File: src/rtl/mem_port_arbiter_if.sv
// Bus bundle between the fetch/load-store requesters, the arbiter and the single-port RAM.
// The arbiter uses the slave view; the requester/RAM side uses the master view.
interface mem_port_arbiter_if #(
  parameter int cXLEN  = 32,
  parameter int cAddrW = 10
);
  logic              iFReq;
  logic [cAddrW-1:0] iFAddr;
  logic              oFGnt;
  logic              oFDv;
  logic [cXLEN-1:0]  oFData;

  logic              iLsReq;
  logic              iLsWrite;
  logic [1:0]        iLsSize;
  logic              iLsUnsigned;
  logic [1:0]        iLsByteOff;
  logic [cAddrW-1:0] iLsAddr;
  logic [cXLEN-1:0]  iLsData;
  logic              oLsGnt;
  logic              oLsDv;
  logic [cXLEN-1:0]  oLsData;

  logic              oRamEn;
  logic              oRamWEn;
  logic [cAddrW-1:0] oRamAddr;
  logic [cXLEN-1:0]  oRamWData;
  logic [cXLEN-1:0]  iRamRData;

  logic              oBusy;

  modport slave (
    input  iFReq, iFAddr, iLsReq, iLsWrite, iLsSize, iLsUnsigned, iLsByteOff,
           iLsAddr, iLsData, iRamRData,
    output oFGnt, oFDv, oFData, oLsGnt, oLsDv, oLsData,
           oRamEn, oRamWEn, oRamAddr, oRamWData, oBusy
  );

  modport master (
    output iFReq, iFAddr, iLsReq, iLsWrite, iLsSize, iLsUnsigned, iLsByteOff,
           iLsAddr, iLsData, iRamRData,
    input  oFGnt, oFDv, oFData, oLsGnt, oLsDv, oLsData,
           oRamEn, oRamWEn, oRamAddr, oRamWData, oBusy
  );
endinterface

File: src/rtl/mem_port_arbiter.sv
// Shares one single-port RAM between fetch and load/store with a starvation guard,
// sub-word load extension and read-modify-write for byte/halfword stores.
module mem_port_arbiter #(
  parameter int cXLEN       = 32,
  parameter int cAddrW      = 10,
  parameter int cMaxLsBurst = 4
) (
  input logic                iClk,
  input logic                iRst,
  mem_port_arbiter_if.slave  bus
);
  localparam int unsigned cStrW = $clog2(cMaxLsBurst + 1);
  localparam logic [cStrW-1:0] cStrMax = cStrW'(cMaxLsBurst);

  typedef enum logic [1:0] {IDLE, RD_WAIT, RMW} state_e;

  state_e            state_q, state_d;
  logic [cStrW-1:0]  ls_streak_q, ls_streak_d;
  logic              rd_fetch_q, rd_fetch_d;
  logic [1:0]        size_q, size_d;
  logic [1:0]        off_q, off_d;
  logic              uns_q, uns_d;
  logic [cAddrW-1:0] addr_q, addr_d;
  logic [cXLEN-1:0]  wdata_q, wdata_d;
  logic              f_dv_q, f_dv_d;
  logic              ls_dv_q, ls_dv_d;
  logic [cXLEN-1:0]  f_data_q, f_data_d;
  logic [cXLEN-1:0]  ls_data_q, ls_data_d;

  logic              f_win, ls_win, ls_word_store;
  logic [4:0]        shamt;
  logic [7:0]        rd_byte;
  logic [15:0]       rd_half;
  logic [cXLEN-1:0]  ls_ext, lane_mask, merged;
  logic              ram_en, ram_wen;
  logic [cAddrW-1:0] ram_addr;
  logic [cXLEN-1:0]  ram_wdata;

  always_ff @(posedge iClk or posedge iRst) begin
    if (iRst) begin
      state_q     <= IDLE;
      ls_streak_q <= '0;
      rd_fetch_q  <= 1'b0;
      size_q      <= '0;
      off_q       <= '0;
      uns_q       <= 1'b0;
      addr_q      <= '0;
      wdata_q     <= '0;
      f_dv_q      <= 1'b0;
      ls_dv_q     <= 1'b0;
      f_data_q    <= '0;
      ls_data_q   <= '0;
    end else begin
      state_q     <= state_d;
      ls_streak_q <= ls_streak_d;
      rd_fetch_q  <= rd_fetch_d;
      size_q      <= size_d;
      off_q       <= off_d;
      uns_q       <= uns_d;
      addr_q      <= addr_d;
      wdata_q     <= wdata_d;
      f_dv_q      <= f_dv_d;
      ls_dv_q     <= ls_dv_d;
      f_data_q    <= f_data_d;
      ls_data_q   <= ls_data_d;
    end
  end

  // Load/store has priority unless it has already taken cMaxLsBurst grants past a waiting fetch.
  always_comb begin
    f_win  = (state_q == IDLE) && bus.iFReq &&
             (!bus.iLsReq || (ls_streak_q == cStrMax));
    ls_win = (state_q == IDLE) && bus.iLsReq && !f_win;
    ls_word_store = bus.iLsWrite && bus.iLsSize[1];
  end

  always_comb begin
    state_d = state_q;
    unique case (state_q)
      IDLE: begin
        if (f_win) begin
          state_d = RD_WAIT;
        end else if (ls_win) begin
          if (!bus.iLsWrite)      state_d = RD_WAIT;
          else if (!ls_word_store) state_d = RMW;
        end
      end
      RD_WAIT: state_d = IDLE;
      RMW:     state_d = IDLE;
      default: state_d = IDLE;
    endcase
  end

  always_comb begin
    ls_streak_d = ls_streak_q;
    if (!bus.iFReq || f_win) begin
      ls_streak_d = '0;
    end else if (ls_win && (ls_streak_q != cStrMax)) begin
      ls_streak_d = ls_streak_q + cStrW'(1);
    end

    rd_fetch_d = rd_fetch_q;
    size_d     = size_q;
    off_d      = off_q;
    uns_d      = uns_q;
    addr_d     = addr_q;
    wdata_d    = wdata_q;
    if (f_win) begin
      rd_fetch_d = 1'b1;
    end else if (ls_win) begin
      rd_fetch_d = 1'b0;
      size_d     = bus.iLsSize;
      off_d      = bus.iLsByteOff;
      uns_d      = bus.iLsUnsigned;
      addr_d     = bus.iLsAddr;
      wdata_d    = bus.iLsData;
    end

    // Halfword lanes ignore the low offset bit; byte lanes use the full offset.
    shamt     = (size_q == 2'b01) ? {off_q[1], 4'b0000} : {off_q, 3'b000};
    rd_byte   = bus.iRamRData[{off_q, 3'b000} +: 8];
    rd_half   = bus.iRamRData[{off_q[1], 4'b0000} +: 16];
    lane_mask = (size_q == 2'b01) ? (cXLEN'(16'hFFFF) << shamt) : (cXLEN'(8'hFF) << shamt);
    merged    = (bus.iRamRData & ~lane_mask) | ((wdata_q << shamt) & lane_mask);

    unique case (size_q)
      2'b00:   ls_ext = {{(cXLEN-8){~uns_q & rd_byte[7]}}, rd_byte};
      2'b01:   ls_ext = {{(cXLEN-16){~uns_q & rd_half[15]}}, rd_half};
      default: ls_ext = bus.iRamRData;
    endcase

    f_dv_d    = (state_q == RD_WAIT) && rd_fetch_q;
    ls_dv_d   = (state_q == RD_WAIT) && !rd_fetch_q;
    f_data_d  = f_dv_d  ? bus.iRamRData : f_data_q;
    ls_data_d = ls_dv_d ? ls_ext        : ls_data_q;
  end

  always_comb begin
    ram_en    = 1'b0;
    ram_wen   = 1'b0;
    ram_addr  = '0;
    ram_wdata = '0;
    unique case (state_q)
      IDLE: begin
        if (f_win) begin
          ram_en   = 1'b1;
          ram_addr = bus.iFAddr;
        end else if (ls_win) begin
          ram_en   = 1'b1;
          ram_addr = bus.iLsAddr;
          if (ls_word_store) begin
            ram_wen   = 1'b1;
            ram_wdata = bus.iLsData;
          end
        end
      end
      RMW: begin
        ram_en    = 1'b1;
        ram_wen   = 1'b1;
        ram_addr  = addr_q;
        ram_wdata = merged;
      end
      default: ;
    endcase

    // Combinational strobes are forced low while reset is held so an in-flight RMW cannot write.
    bus.oFGnt     = !iRst && f_win;
    bus.oLsGnt    = !iRst && ls_win;
    bus.oRamEn    = !iRst && ram_en;
    bus.oRamWEn   = !iRst && ram_wen;
    bus.oRamAddr  = iRst ? '0 : ram_addr;
    bus.oRamWData = iRst ? '0 : ram_wdata;
    bus.oFDv      = f_dv_q;
    bus.oFData    = f_data_q;
    bus.oLsDv     = ls_dv_q;
    bus.oLsData   = ls_data_q;
    bus.oBusy     = (state_q != IDLE);
  end
endmodule
File: src/flat_wrapper.sv
// flat-port wrapper written by rule: the top's interface ports become plain ports
module mem_port_arbiter_flat 
#(
  parameter int cXLEN       = 32,
  parameter int cAddrW      = 10,
  parameter int cMaxLsBurst = 4
)
  (iClk, iRst, bus_iFReq, bus_iFAddr, bus_iLsReq, bus_iLsWrite, bus_iLsSize, bus_iLsUnsigned, bus_iLsByteOff, bus_iLsAddr, bus_iLsData, bus_iRamRData, bus_oFGnt, bus_oFDv, bus_oFData, bus_oLsGnt, bus_oLsDv, bus_oLsData, bus_oRamEn, bus_oRamWEn, bus_oRamAddr, bus_oRamWData, bus_oBusy);
  mem_port_arbiter_if #(.cXLEN(cXLEN), .cAddrW(cAddrW)) bus_i ();
  input logic iClk;
  input logic iRst;
  input wire logic [$bits(bus_i.iFReq)-1:0] bus_iFReq;
  input wire logic [$bits(bus_i.iFAddr)-1:0] bus_iFAddr;
  input wire logic [$bits(bus_i.iLsReq)-1:0] bus_iLsReq;
  input wire logic [$bits(bus_i.iLsWrite)-1:0] bus_iLsWrite;
  input wire logic [$bits(bus_i.iLsSize)-1:0] bus_iLsSize;
  input wire logic [$bits(bus_i.iLsUnsigned)-1:0] bus_iLsUnsigned;
  input wire logic [$bits(bus_i.iLsByteOff)-1:0] bus_iLsByteOff;
  input wire logic [$bits(bus_i.iLsAddr)-1:0] bus_iLsAddr;
  input wire logic [$bits(bus_i.iLsData)-1:0] bus_iLsData;
  input wire logic [$bits(bus_i.iRamRData)-1:0] bus_iRamRData;
  output wire logic [$bits(bus_i.oFGnt)-1:0] bus_oFGnt;
  output wire logic [$bits(bus_i.oFDv)-1:0] bus_oFDv;
  output wire logic [$bits(bus_i.oFData)-1:0] bus_oFData;
  output wire logic [$bits(bus_i.oLsGnt)-1:0] bus_oLsGnt;
  output wire logic [$bits(bus_i.oLsDv)-1:0] bus_oLsDv;
  output wire logic [$bits(bus_i.oLsData)-1:0] bus_oLsData;
  output wire logic [$bits(bus_i.oRamEn)-1:0] bus_oRamEn;
  output wire logic [$bits(bus_i.oRamWEn)-1:0] bus_oRamWEn;
  output wire logic [$bits(bus_i.oRamAddr)-1:0] bus_oRamAddr;
  output wire logic [$bits(bus_i.oRamWData)-1:0] bus_oRamWData;
  output wire logic [$bits(bus_i.oBusy)-1:0] bus_oBusy;
  assign bus_i.iFReq = bus_iFReq;
  assign bus_i.iFAddr = bus_iFAddr;
  assign bus_i.iLsReq = bus_iLsReq;
  assign bus_i.iLsWrite = bus_iLsWrite;
  assign bus_i.iLsSize = bus_iLsSize;
  assign bus_i.iLsUnsigned = bus_iLsUnsigned;
  assign bus_i.iLsByteOff = bus_iLsByteOff;
  assign bus_i.iLsAddr = bus_iLsAddr;
  assign bus_i.iLsData = bus_iLsData;
  assign bus_i.iRamRData = bus_iRamRData;
  assign bus_oFGnt = bus_i.oFGnt;
  assign bus_oFDv = bus_i.oFDv;
  assign bus_oFData = bus_i.oFData;
  assign bus_oLsGnt = bus_i.oLsGnt;
  assign bus_oLsDv = bus_i.oLsDv;
  assign bus_oLsData = bus_i.oLsData;
  assign bus_oRamEn = bus_i.oRamEn;
  assign bus_oRamWEn = bus_i.oRamWEn;
  assign bus_oRamAddr = bus_i.oRamAddr;
  assign bus_oRamWData = bus_i.oRamWData;
  assign bus_oBusy = bus_i.oBusy;
  mem_port_arbiter #(.cXLEN(cXLEN), .cAddrW(cAddrW), .cMaxLsBurst(cMaxLsBurst)) u_core (.iClk(iClk), .iRst(iRst), .bus(bus_i));
endmodule
File: config.mk
export PLATFORM = sky130hd
export DESIGN_NAME = mem_port_arbiter_flat
export DESIGN_NICKNAME = d
export VERILOG_FILES = /design/src/rtl/mem_port_arbiter_if.sv /design/src/rtl/mem_port_arbiter.sv /design/src/flat_wrapper.sv
export SDC_FILE = /design/constraint.sdc
export NUM_CORES = 1
export LEC_CHECK = 0
export BUFFER_PORTS_ARGS = -buffer_cell sky130_fd_sc_hd__buf_2
export CAP_MARGIN = 0
export CORE_MARGIN = 2
export CORE_UTILIZATION = 50
export DETAILED_ROUTE_END_ITERATION = 16
export GPL_TIMING_DRIVEN = 0
export PLACE_DENSITY = 0.89
export SYNTH_ARGS = -nofsm -noshare
export SYNTH_HDL_FRONTEND = slang
export SYNTH_SLANG_ARGS = --single-unit
File: constraint.sdc
create_clock -name iClk -period 13.4 [get_ports iClk]
set_input_delay 2.68 -clock iClk [delete_from_list [all_inputs] [get_ports iClk]]
set_output_delay 2.68 -clock iClk [all_outputs]
set_load 0.005 [all_outputs]
* After elaboration in Yosys (flattened, before gate mapping) *
Cells that the tools add are included.

storage, ports and cells
  register bits after elaboration = 119
  latch bits = 0
  memory bits (read-only) = 0
  RAM bits = 0
  memories kept = 0
  logic and storage cells = 87

operators by class
  equality and inequality tests = 7
  multiplexer cells = 28
  div/mod/pow operators = 0
  multiply operators = 0
  bitwise operators = 8
  $lt $le $gt $ge = 0
  reduce and logical (&&, ||, !) cells = 26
  add/subtract/negate cells = 1
  shift operators = 5

operators with widths
  kind                                                                 count
  32-bit 2-to-1 mux                                                    5
  32-bit case mux with 2 select lines                                  2
  32-bit bitwise AND                                                   2
  32-bit NOT                                                           1
  32-bit OR                                                            1
  32-bit by 6-bit variable part select with 16-bit output              1
  32-bit by 6-bit variable part select with 8-bit output               1
  16-bit by 5-bit left shift with 32-bit output, first input constant  1
  32-bit by 5-bit left shift with 32-bit output                        1
  8-bit by 5-bit left shift with 32-bit output, first input constant   1
  10-bit 2-to-1 mux                                                    3
  10-bit case mux with 2 select lines                                  1
  1-bit logical AND                                                    12
  2-bit 2-to-1 mux                                                     5
  1-bit 2-to-1 mux                                                     7
  3-bit 2-to-1 mux                                                     2
  2-bit nonzero test                                                   3
  1-bit zero test                                                      5
  2-bit by 1-bit == test with 1-bit output, second input constant      2
  2-bit zero test                                                      2
  4-bit 2-to-1 mux                                                     1
  4-bit by 3-bit != test with 1-bit output, second input constant      1
  1-bit case mux with 2 select lines                                   2
  2-bit AND reduction                                                  2
  other kinds (8)                                                      11

* Longest topological paths before layout *
  depth in word-level cells = 9
  mapped depth = 8
  depth with buffers taken out = 6

* Least setup slack after synthesis *
No wires, ideal clock.

  kind = input to output
  from = in iRst
  to = out bus_oRamWData[16]
  stages = 4
  data required time = 10.720 ns
  arrival time = 5.835 ns
  setup slack = 4.885 ns
  buffers on the path = 1
  cells stage by stage = inv_1 -> nand2_1 -> clkbuf_1 -> o2bb2ai_1

on the way
  longest elaborated chain between the ends = 1

RTL lines
  element            RTL line                 text
  from (decl)        flat_wrapper.sv:11       input logic iRst;
  32-bit 2-to-1 mux  mem_port_arbiter.sv:172  bus.oRamWData = iRst ? '0 : ram_wdata;
  to (decl)          flat_wrapper.sv:31       output wire logic [$bits(bus_i.oRamWData)-1:0] bus_oRamWData;

Every way passes these cells.

* Worst setup path in the final report *
  from = in iRst
  to = out bus_oRamWData[18]

Same word-level chain as after synthesis.

==> out/summary.txt <==
Mean Syn Cell Area -> 9.374 um2
fmax -> 0.1401 GHz
CP Data Arrival Time -> 4460 ps
# setup viols final -> 0
core area -> 0.01070 mm2
RSZ-0062 raised after global routing -> false
status -> complete, no violations
hold_buf cts -> 0
post-synth top area share -> 47.49%
Tcrit/Tclk final -> 53.27%
final cell count without fillers -> 942
DRT iter0 DRCs -> 537
Synth area leader -> dfrtp_1
Sinks on Clock Net -> 103
first-pass GRT wire length -> 26270 um
vias in the first global route -> 4991
DR WL/cell -> 18.22 um
layout cell share with drive strength beyond 1 -> 36.03%
Worst-Margin Slew -> 712.3 ps
total of max-cap violations -> 0
Required @ worst endpoint -> 10720 ps
TritonCTS buffer count -> 9
CTS Buffer Depth -> 2
CP Capture Type -> primary output
Die ar. -> 0.01171 mm2
Hold WC Path Type -> register to register
largest net degree at the start of global routing -> 58
syn nets -> 675
critical path class -> primary input to primary output
Fin. Hold Viols -> 0
number of synthesized flops with an enable pin -> 0
most used routing layer in global routing -> met2
initial antenna violation count -> 1
Hold Slack -> 492.7 ps
Layout Skew -> 14.40 ps
P per Cell Area -> 151.6 mW/mm2
All-Layer GR Usage -> 29.40%
final design utilization -> 64.07%
Congestion Overflow GR -> 0
die height -> 108.2 um
Initial Utilization -> 50.74%
gpl congestion -> 0.9133
GR Util met2 -> 47.17%
synth cell count leaders -> 137 x nand2_1, 103 x dfrtp_1, 54 x nor2_1
CTS-repair resized insts -> 0
Worst setup SP type -> primary input
Area contributors post-synth -> dfrtp_1 47%, nand2_1 9.5%, mux2_2 6.6%, o2bb2ai_1 5.2%, nor2_1 3.7%
cell count after synthesis -> 579
IO buf count -> 206
met1 usage -> 39.11%
Distinct cells, synth -> 49
TritonCTS clock tree -> yes
first drt pass iteration count -> 5
leak pwr -> 3.416 nW
Cell Area, Placed -> 0.006664 mm2
worst-skew pair later-pin latency -> 370 ps
routed wire length -> 17160 um
Post CTS Setup Buffer Count -> 0
Worst-path clk slew -> 110 ps
die width -> 108.2 um
Layout area overhead -> 26.28%
root buffer cell -> clkbuf_8
warnings from Yosys -> 0
design area -> 0.006854 mm2
#FFs+latches synth -> 103
Main synth FF type -> dfrtp_1
Async SR Flop Fraction -> 100.0%
n_diodes -> 0
worst-path maximum fanout -> 57
Nets -> 893
worst vdd ir -> 0.06896 mV
Antenna Nets Post-Route -> 0
M3 GR Usage -> 5.304%
Final Max Slew Viols -> 0
dpl hpwl -> 13370 um
Layout fillers -> 929
Rel. slew slack -> 52.51%
Netlist Area Pre-Place -> 0.005428 mm2
placed cells -> 926
number of top-level design ports -> 207
setup TNS -> 0 ps
H-tree Lvls -> 3
most numerous cell in the Yosys netlist -> nand2_1
register area share after synthesis -> 47.49%
Final min period -> 7139 ps
Via density -> 5.732
DRC violations left -> 0
Row Count -> 38
Via Count -> 5400
-- routing by layer --
| metal | routed length, um | share of wire (%) | vias up |
|---|---|---|---|
| li1 | - | - | 2487 |
| met1 | 6849 | 40 | 2550 |
| met2 | 8019 | 47 | 306 |
| met3 | 1610 | 9.4 | 55 |
| met4 | 667 | 3.9 | 2 |
| met5 | 13 | 0.076 | - |
-- cell usage in the layout (no fill, tap or decap), types with 2 or more instances in the layout --
cell	count
buf_2	221
nand2_1	137
dfrtp_1	103
nor2_1	54
a21oi_1	36
mux2_2	32
o2bb2ai_1	32
mux2i_1	20
clkbuf_1	18
o21ai_0	17
o221ai_1	16
nand2b_1	10
clkbuf_8	10
nand3b_1	9
a222oi_1	9
inv_1	8
nand3_1	5
nor3_1	5
a221oi_1	4
a21bo_2	4
a31oi_1	4
buf_1	3
nor2b_1	3
buf_6	3
and2_1	3
o22ai_1	2
o21bai_1	2
ha_1	2
clkinv_4	2
clkinvlp_4	2
-- power by group --
part / internal (mW) / leakage (nW) / switching (mW)
combinational: 0.173 / 2.10 / 0.198
sequential: 0.417 / 1.23 / 0.0621
clock: 0.0753 / 0.0910 / 0.113
-- metrics by stage --
stage	power (mW)	setup slack [ps]
floorplan	0.6753	4885
global placement	0.8359	3227
detailed placement	0.8540	6225
CTS	1.040	6219
global route	1.109	6056
finish	1.039	6261
-- cells by family (layout without fill, tap and decap cells) --
logic type / count (synthesis) / count (layout) / synth area share (%)
mux: 53 / 53 / 10.74
buf+inv: 50 / 273 / 4.287
compound gates: 135 / 135 / 18.26
simple gates: 236 / 236 / 18.76
fa+ha+maj: 2 / 2 / 0.4610
flops: 103 / 103 / 47.49
-- worst max-delay path: stages --
cell and delay [ps]:
buf_2 150, inv_4 540, nand2_1 370, clkbuf_1 320, o2bb2ai_1 230, buf_2 150
-- flip-flops by register name (all words and copies together) (netlist names) --
signal	cells
u_core.off_q	2
u_core.rd_fetch_q	1
u_core.ls_streak_q	3
u_core.addr_q	10
u_core.wdata_q	16
u_core.state_q	2
u_core.uns_q	1
u_core.size_q	2
u_core.bus.oFDv	1
u_core.bus.oLsDv	1
u_core.bus.oFData	32
u_core.bus.oLsData	32
-- final cells by class --
cell class	count	area, um2	share of cell area (%)
clock inverter	6	52.55	0.7667
tap	140	175.2	2.556
sequential	103	2577	37.60
multi-input combinational	426	2618	38.19
timing repair buffer	207	1059	15.44
clock buffer	10	137.6	2.008
buffer	40	195.2	2.848
inverter	10	40.04	0.5842
-- worst paths after layout --
kind | start | end | slack, ps | cells after the start
min in group asynchronous | iRst | u_core.bus.oFData[30]$_DFFE_PP0P_ | 2490 | 2
max | iRst | bus_oRamWData[18] | 6260 | 6
max reg2reg | u_core.state_q[1]$_DFFE_PP0P_ | u_core.bus.oLsData[17]$_DFFE_PP0P_ | 11240 | 5
max in group asynchronous | iRst | u_core.wdata_q[6]$_DFFE_PP0P_ | 10230 | 3
min | u_core.bus.oFData[18]$_DFFE_PP0P_ | u_core.bus.oFData[18]$_DFFE_PP0P_ | 490 | 2
min reg2reg | u_core.bus.oFData[18]$_DFFE_PP0P_ | u_core.bus.oFData[18]$_DFFE_PP0P_ | 490 | 2
Power figures use the tool's default switching activity.
